===== src/rtl/mc_pkg.sv =====
// mc_pkg: shared geometry/state types and burst-length helper for the address mapper
package mc_pkg;
  typedef enum logic [2:0] {R11, R12, R13, R14, R15} row_widths;
  typedef enum logic [1:0] {C9, C10, C11} col_widths;
  typedef enum logic {IDLE, ISSUE} map_state_e;
  function automatic logic [31:0] burst_count(input logic [7:0] len, input int bb, input int cb);
    return ((32'(len) + 32'd1) * 32'(bb) + 32'(cb) - 32'd1) / 32'(cb);
  endfunction
endpackage


===== src/rtl/addr_field_decode.sv =====
// addr_field_decode: splits a byte address into SDRAM column/row/bank/rank fields
// ADDR_MAPPER_BANK_XOR_EN: bank is XORed with the low row bits
module addr_field_decode
  import mc_pkg::*;
#(
  parameter int AW     = 32,
  parameter int DQ_W   = 16,
  parameter int ROW_W  = 16,
  parameter int BANK_W = 3,
  parameter int CS_W   = 1
) (
  input  logic [AW-1:0]     addr,
  input  row_widths         r_width,
  input  col_widths         c_width,
  input  logic              bor,
  output logic [CS_W-1:0]   rank,
  output logic [BANK_W-1:0] bank,
  output logic [ROW_W-1:0]  row,
  output logic [11:0]       column
);
  localparam int OB = $clog2(DQ_W / 8);
  logic [3:0] cw, rw;
  logic [AW-1:0] a, r_sh, h;
  logic [ROW_W-1:0] row_d;
  logic [BANK_W-1:0] bank_d;
  always_comb begin
    cw = 4'd9 + 4'(c_width);
    rw = 4'd11 + 4'(r_width);
    a = addr >> OB;
    r_sh = a >> cw;
    h = r_sh >> rw;
    column = 12'(a & ((AW'(1) << cw) - AW'(1)));
    row_d = ROW_W'(r_sh & ((AW'(1) << rw) - AW'(1)));
    bank_d = bor ? BANK_W'(h >> CS_W) : BANK_W'(h);
    rank = bor ? CS_W'(h) : CS_W'(h >> BANK_W);
    row = row_d;
`ifdef ADDR_MAPPER_BANK_XOR_EN
    bank = bank_d ^ row_d[BANK_W-1:0];
`else
    bank = bank_d;
`endif
  end
endmodule


===== src/rtl/burst_address_mapper.sv =====
// burst_address_mapper: splits an INCR burst into per-column SDRAM commands
// ADDR_MAPPER_BANK_XOR_EN (in addr_field_decode): bank/row XOR swizzle
module burst_address_mapper
  import mc_pkg::*;
#(
  parameter int C_NASTI_ADDR_WIDTH = 32,
  parameter int C_NASTI_DATA_WIDTH = 64,
  parameter int C_NASTI_ID_WIDTH   = 4,
  parameter int C_CS_WIDTH         = 1,
  parameter int C_DQ_WIDTH         = 16,
  parameter int C_ROW_WIDTH        = 16,
  parameter int C_BANK_WIDTH       = 3,
  parameter int C_BL               = 8
) (
  input  logic                          clk,
  input  logic                          rst_n,
  input  row_widths                     r_width,
  input  col_widths                     c_width,
  input  logic                          bor,
  input  logic                          req_valid,
  output logic                          req_ready,
  input  logic [C_NASTI_ADDR_WIDTH-1:0] req_addr,
  input  logic [7:0]                    req_len,
  input  logic [C_NASTI_ID_WIDTH-1:0]   req_id,
  output logic                          cmd_valid,
  input  logic                          cmd_ready,
  output logic [C_CS_WIDTH-1:0]         cmd_rank,
  output logic [C_BANK_WIDTH-1:0]       cmd_bank,
  output logic [C_ROW_WIDTH-1:0]        cmd_row,
  output logic [11:0]                   cmd_column,
  output logic [C_NASTI_ID_WIDTH-1:0]   cmd_id,
  output logic                          cmd_last
);
  localparam int AW = C_NASTI_ADDR_WIDTH;
  localparam int BB = C_NASTI_DATA_WIDTH / 8;
  localparam int CB = C_BL * C_DQ_WIDTH / 8;
  localparam logic [AW-1:0] ALIGN = ~AW'(CB - 1);
  localparam logic [AW-1:0] STEP = AW'(CB);
  map_state_e state, nxt;
  logic [AW-1:0] addr_q;
  logic [31:0] cnt;
  logic [C_NASTI_ID_WIDTH-1:0] id_q;
  row_widths r_q;
  col_widths c_q;
  logic bor_q;
  assign req_ready = state == IDLE;
  assign cmd_valid = state == ISSUE;
  assign cmd_last = cmd_valid && cnt == 32'd1;
  assign cmd_id = id_q;
  always_comb
    nxt = state == IDLE ? (req_valid ? ISSUE : IDLE)
                        : (cmd_valid && cmd_ready && cmd_last ? IDLE : ISSUE);
  always_ff @(posedge clk or negedge rst_n)
    if (!rst_n) state <= IDLE;
    else state <= nxt;
  // geometry is captured with the request so the in-flight burst ignores later changes
  always_ff @(posedge clk or negedge rst_n)
    if (!rst_n) begin
      addr_q <= '0;
      cnt <= '0;
      id_q <= '0;
      r_q <= R11;
      c_q <= C9;
      bor_q <= 1'b0;
    end else if (req_valid && req_ready) begin
      addr_q <= req_addr & ALIGN;
      cnt <= burst_count(req_len, BB, CB);
      id_q <= req_id;
      r_q <= r_width;
      c_q <= c_width;
      bor_q <= bor;
    end else if (cmd_valid && cmd_ready) begin
      addr_q <= addr_q + STEP;
      cnt <= cnt - 32'd1;
    end
  addr_field_decode #(
    .AW(AW), .DQ_W(C_DQ_WIDTH), .ROW_W(C_ROW_WIDTH), .BANK_W(C_BANK_WIDTH), .CS_W(C_CS_WIDTH)
  ) u_dec (
    .addr(addr_q), .r_width(r_q), .c_width(c_q), .bor(bor_q),
    .rank(cmd_rank), .bank(cmd_bank), .row(cmd_row), .column(cmd_column)
  );
endmodule


===== config.mk =====
export PLATFORM = sky130hd
export DESIGN_NAME = burst_address_mapper
export DESIGN_NICKNAME = d
export VERILOG_FILES = /design/src/rtl/mc_pkg.sv /design/src/rtl/addr_field_decode.sv /design/src/rtl/burst_address_mapper.sv
export SDC_FILE = /design/constraint.sdc
export NUM_CORES = 1
export LEC_CHECK = 0
export ABC_AREA = 1
export ABC_CLOCK_PERIOD_IN_PS = 3500
export CORE_MARGIN = 1
export CORE_UTILIZATION = 56
export CTS_BUF_LIST = sky130_fd_sc_hd__clkbuf_16
export DETAILED_ROUTE_END_ITERATION = 10
export PLACE_DENSITY = 0.93
export REMOVE_ABC_BUFFERS = 1
export SETUP_SLACK_MARGIN = 0.5
export SYNTH_ARGS = -nofsm -noshare
export SYNTH_HDL_FRONTEND = slang
export SYNTH_SLANG_ARGS = --single-unit

===== constraint.sdc =====
create_clock -name clk -period 3.5 [get_ports clk]
set_clock_uncertainty 0.05 [all_clocks]
set_input_delay 0.7 -clock clk [delete_from_list [all_inputs] [get_ports clk]]
set_output_delay 0.7 -clock clk [all_outputs]
set_load 0.005 [all_outputs]

==> results, run 1 <==
- The run stopped with a tool error.
- It got as far as global routing (5_1_grt) and failed there.
- The tool reported: "[ERROR GRT-0232] Routing congestion too high. Check the congestion heatmap in the GUI".
- The number of sinks handled by clock tree synthesis is 71.
- The synthesized flop and latch total is 71.
- Global routing finished with a remaining overflow of 39.
- The instance area at placement is 7370 sq um.
- The initialized floorplan defines 38 standard-cell rows.
- By count the netlist is led by 234 x sky130_fd_sc_hd__nand2_1, 195 x sky130_fd_sc_hd__nand3_1, 97 x sky130_fd_sc_hd__nor2_1, 89 x sky130_fd_sc_hd__inv_1, 71 x sky130_fd_sc_hd__dfrtp_1.
- In this run, CTS created clock tree buffers numbering 9.
- The height of the chip is 110 um.
- Of the synthesized area, sequential elements account for 27.4%.
- Detailed placement finished with a half-perimeter wire length of 12,300 um.
- The cell at the root of the clock tree is sky130_fd_sc_hd__clkbuf_16.
- The number of warnings reported in the yosys synthesis log is 0.
- The largest total area in the synthesized netlist belongs to sky130_fd_sc_hd__dfrtp_1.
- After synthesis the cells add up to 6480 sq um.
- The clock tree synthesis step divided the H-tree into 3 levels.
- Entering global routing, the biggest net connects 73 pins.
- After global-route timing repair, the worst endpoint was cmd_bank[1].
- The number of distinct library cells after synthesis is 55.
- In this run the deepest clock path goes through 2 buffers.
- Counting flops with an async set or reset pin after synthesis yields a share of 100%.
- In the post-synthesis netlist, the biggest area contributors are sky130_fd_sc_hd__dfrtp_1 27%, sky130_fd_sc_hd__nand3_1 15%, sky130_fd_sc_hd__nand2_1 14%.
- The effective utilization at floorplan is 58.5%.
- The synthesized design contains 0 enable-type register cells.
- The share of Yosys cell area claimed by the top area cell type is 27.4%.
- In this run the count of I/O pins placed on the die edge is 93.
- The most instantiated library cell after synthesis is sky130_fd_sc_hd__nand2_1.
- During placement, the flow inserted port buffers numbering 85.
- The horizontal die dimension is 110 um.
- Across every metal layer, demand over resource in global routing totals 74.0%.
- The most used flip-flop cell after synthesis is sky130_fd_sc_hd__dfrtp_1.
- A synthesized cell averages 6.38 sq um.
- Routability-driven placement finished with a final weighted congestion of 0.929.
- In the synthesized netlist, the number of instances is 1,016.
- After the last repair the worst path ends at a top-level output.
- For this design, the CTS-stage hold fixing added 0 buffers.
==> logic make-up after synthesis <==
family	count (synthesis)	synth area share (%)
other cells	1	0.0579
buf+inv	153	10.2
compound gates	142	12.6
simple gates	598	41.8
fa+ha+maj	16	3.09
flops	71	27.4
mux	4	0.618
xor+xnor	31	4.19
==> layer usage <==
layer	GRT overflow	GRT usage, %
met1	4	74.9
met3	9	66.3
met5	0	61.2
met2	15	85.9
met4	11	61.5
==> per-stage QoR <==
stage | hold slack [ns] | cells | TNS [ns] | util (%) | worst slack, ns
after floorplan | 0.354 | 963 | -0.361 | - | -0.0929
after global placement | 0.415 | 1205 | 0 | 66.5 | 0.207
after detailed placement | 0.420 | 1205 | 0 | 66.5 | 0.163
after CTS | 0.436 | 1260 | 0 | 77.2 | 0.320
==> timing repair <==
action	in CTS
gates resized for setup	163
pin swaps	45
endpoints found under the setup margin	21
gates cloned	5
buffers inserted	35
==> run 2, diff against run 1 <==
--- a/config.mk
+++ b/config.mk
@@ -8,12 +8,10 @@
 export ABC_AREA = 1
 export ABC_CLOCK_PERIOD_IN_PS = 3500
 export CORE_MARGIN = 1
-export CORE_UTILIZATION = 56
-export CTS_BUF_LIST = sky130_fd_sc_hd__clkbuf_16
+export CORE_UTILIZATION = 40
 export DETAILED_ROUTE_END_ITERATION = 10
-export PLACE_DENSITY = 0.93
+export PLACE_DENSITY_LB_ADDON = 0.15
 export REMOVE_ABC_BUFFERS = 1
-export SETUP_SLACK_MARGIN = 0.5
 export SYNTH_ARGS = -nofsm -noshare
 export SYNTH_HDL_FRONTEND = slang
 export SYNTH_SLANG_ARGS = --single-unit
==> results, run 2 <==
- The worst-skew pair later-pin latency is 0.34 ns.
- The critical path is of the reg -> out type.
- The tree built by TritonCTS fans out to 71 sinks.
- The core outline area is 15,800 sq um.
- After detailed routing, the number of remaining DRC violations is 0.
- After routing the design area is 8340 sq um.
- The met3 capacity usage during global routing is 3.18%.
- Headroom to the max-slew limit came out at 34.9%.
- The number of flip-flops in the largest register is 32.
- The count of buffers added on input and output ports is 85.
- The initial antenna violation count is 0.
- The via count of the first global-routing pass is 6,227.
- The most instantiated library cell after synthesis is sky130_fd_sc_hd__nand2_1.
- Setup repair after global routing could not meet its margin everywhere.
- The number of cells on the worst reg-to-reg path is 12.
- The H-tree level count is 3.
- The startpoint identified for the worst hold timing path is cmd_id[2]$_DFFE_PN0P_.
- The final hold violation count is 0.
- Of all cell types, the one taking the most synthesized area is sky130_fd_sc_hd__dfrtp_1.
- On the critical path, the stage with the largest delay is an instance of sky130_fd_sc_hd__clkdlybuf4s50_1.
- The required time of the worst setup path is 2.75 ns.
- The worst-case setup margin in the final layout is 0.0527 ns.
- The peak per-stage delay on the critical path is 0.53 ns.
- The share of the yosys chip area belonging to registers is 27.4%.
- Setup total negative slack on the finished layout was measured at 0 ns.
- The highest ir drop seen on vdd is 0.295 mV.
- The tightest hold margin is 0.431 ns.
- The vias after detailed routing is 6,891.
- The post-detailed-route via-to-cell ratio is 5.26.
- By area the synthesized netlist is led by sky130_fd_sc_hd__dfrtp_1 27%, sky130_fd_sc_hd__nand3_1 15%, sky130_fd_sc_hd__nand2_1 14%.
- The height of the chip is 129 um.
- Data arrives at the worst endpoint at 2.70 ns.
- After clock tree synthesis, the clock-pin slew on the worst setup and hold paths is 0.07 ns.
- In the global route stage, met2 resource usage came out at 38.9%.
- At the end of the flow, the number of nets in the layout was 1,160.
- In the synthesized netlist the dominant register cell turns out to be sky130_fd_sc_hd__dfrtp_1.
- The global routing usage on met1 is 31.4%.
- The layer with the highest usage is met2.
- The mean routed wirelength per cell is 14.5 um.
- The commonest non-fill, non-tap cell in the layout is sky130_fd_sc_hd__nand2_1.
- In this run the deepest clock path goes through 2 buffers.
- The final max-slew violation count was 0.
- The flow ran to the end, and the final reports show no timing, DRC or antenna violations.
- The path class of the tightest hold or removal check is reg -> reg.
- The TritonCTS clock tree is done.
- The initialized floorplan defines 46 standard-cell rows.
- In this run the critical register-to-register path is launched from cnt[0]$_DFFE_PN0P_.
- The tool flagged a number of max-cap violations equal to 0.
- More flip-flops sit in one register than any other, and that register is cnt.
- The global routing usage summed across all routing layers is 23.1%.
- The routed design could run at a clock period as short as 3.45 ns.
- The number of fill cells in the layout is 1,629.
- The cts-stage hold buffer count is 0.
- The mapped netlist covers 6480 sq um.
- The post-synthesis to final-layout area growth is 28.7%.
- The share of Yosys cell area claimed by the top area cell type is 27.4%.
- The number of instances in the synthesized netlist is 1,016.
- The number of synthesized flops with an enable pin is 0.
- Detailed placement ended at an HPWL of 13,300 um.
- The overall overflow remaining after global route is 0.
- The overall die area is 16,700 sq um.
- After synthesis, the share of flip-flops with an asynchronous set or reset is 100%.
- TritonCTS created 9 clock buffers.
- Of the cells placed in the final design, the portion with a size suffix greater than 1 is 14.7%.
- The number of warnings reported in the yosys synthesis log is 0.
- The total wire length after detailed routing is 19,000 um.
- For this design the top-level I/O count stands at 93.
- In this run the power density over the cells is 495 nW/um^2.
- The worst setup path is launched from a register.
- Entering global routing, the biggest net connects 72 pins.
- The final setup violation count is 0.
- Along the worst path, the maximum fanout reaches 10.
- Traced cell by cell, the critical path runs through inv_2, ha_2, inv_1, nand2_4, nand2_8, inv_8, buf_6, nor3_2, nor2_1, nand2_1, nor2_4, nand4_1, a22oi_1, clkdlybuf4s50_1.
- Counting instances, the worst hold path has a depth of 2.
- The number of antenna cells inserted is 0.
- The post-route clock period utilization is 98.5%.
- The count of nets left with antenna violations once routing finished came out at 0.
- The instance area at placement is 7500 sq um.
- The critical path starts at r_q[0]$_DFFE_PN0P_.
- The leakage power figure is 3.84 nW.
- The first routing iteration left 419 violations.
- Counting instances in the post-synthesis netlist gives the leading cell types as 234 x sky130_fd_sc_hd__nand2_1, 195 x sky130_fd_sc_hd__nand3_1, 97 x sky130_fd_sc_hd__nor2_1, 89 x sky130_fd_sc_hd__inv_1, 71 x sky130_fd_sc_hd__dfrtp_1.
- Leaving out fill and tap cells, the most frequent cells in the layout are 230 x sky130_fd_sc_hd__nand2_1, 143 x sky130_fd_sc_hd__nand3_1, 92 x sky130_fd_sc_hd__nor2_1.
- For the pin with the worst max-slew slack, the measured transition is 0.976 ns.
- For this run, the top clock speed supported by timing is 290 MHz.
- The first detailed-routing pass took 5 iterations.
- Timing analysis after detailed placement gives a worst setup slack of 0.184 ns.
- The die is 129 um wide.
- The initial utilization of the core area, before any placement, comes to 40.9%.
- A synthesized cell averages 6.38 sq um.
- The number of different library cells used by synthesis comes to 55.
- The kind of end point of the critical path is an output pin.
- Counting flops and latches in the post-synthesis netlist gives 71.
- The placer congestion estimate is 0.894.
- The first-pass GRT wire length is 30,500 um.
- The cell at the root of the clock tree is sky130_fd_sc_hd__clkbuf_16.
run 2: logic make-up after synthesis:
kind of cell    count (synthesis)  share of synthesized area (%)
simple gates                  598                           41.8
buf+inv                       153                           10.2
compound gates                142                           12.6
flops                          71                           27.4
xor+xnor                       31                           4.19
fa+ha+maj                      16                           3.09
mux                             4                          0.618
other cells                     1                         0.0579
run 2: worst max-delay path, delay by kind of cell, from the launching register on:
family,cells,cell delay (ns)
buffers and inverters,5,0.90
adder cells (fa/ha/maj),1,0.19
flip-flops,1,0.40
AND/OR/NAND/NOR,7,0.67
AO/OA/AOI/OAI,1,0.18
run 2: area by class of cell:
cell class,count,area [sq um],area share [%]
clock buffers,11,253,3.03
flip-flops and latches,71,1780,21.3
well taps,216,270,3.24
inverters,98,385,4.62
multi-input cells,794,4450,53.3
repair buffers,116,1180,14.1
clock inverters,5,31.3,0.375
run 2: per-stage QoR:
| stage | utilization [%] | instances | power, mW |
|---|---|---|---|
| finish | 52.7 | 1311 | 4.13 |
| global route | 52.7 | 1311 | 4.45 |
| CTS | 49.7 | 1306 | 3.95 |
| detailed placement | 47.4 | 1286 | 2.99 |
| global placement | 47.4 | 1286 | 2.98 |
| floorplan | - | 963 | 2.33 |
run 2: repair_timing:
item	4_1_cts	5_1_grt
endpoints found under the setup margin	12	12
pin swaps	3	12
cloned	0	1
buffers inserted	4	4
resized for setup	17	89
run 2: power breakdown:
| part | internal (mW) | switching [mW] | total [mW] |
|---|---|---|---|
| combinational | 0.862 | 1.18 | 2.04 |
| sequential | 0.980 | 0.198 | 1.18 |
| clock | 0.518 | 0.389 | 0.907 |
| total | 2.36 | 1.77 | 4.13 |
run 2: worst paths after layout:
kind,endpoint,slack (ns)
max,cmd_row[12],0.05
min,cmd_id[2]$_DFFE_PN0P_,0.43
max reg2reg,cnt[20]$_DFFE_PN0P_,1.40
min reg2reg,cmd_id[2]$_DFFE_PN0P_,0.43
max in group asynchronous,c_q[0]$_DFFE_PN0P_,2.28
min in group asynchronous,addr_q[10]$_DFFE_PN0P_,0.46
run 2: per-layer routing:
layer	vias up	wire length [um]
met5	-	0
met4	0	234
met3	21	724
met2	139	8940
met1	3203	9130
li1	3528	-
No activity file was read; power rests on OpenSTA's default activity.
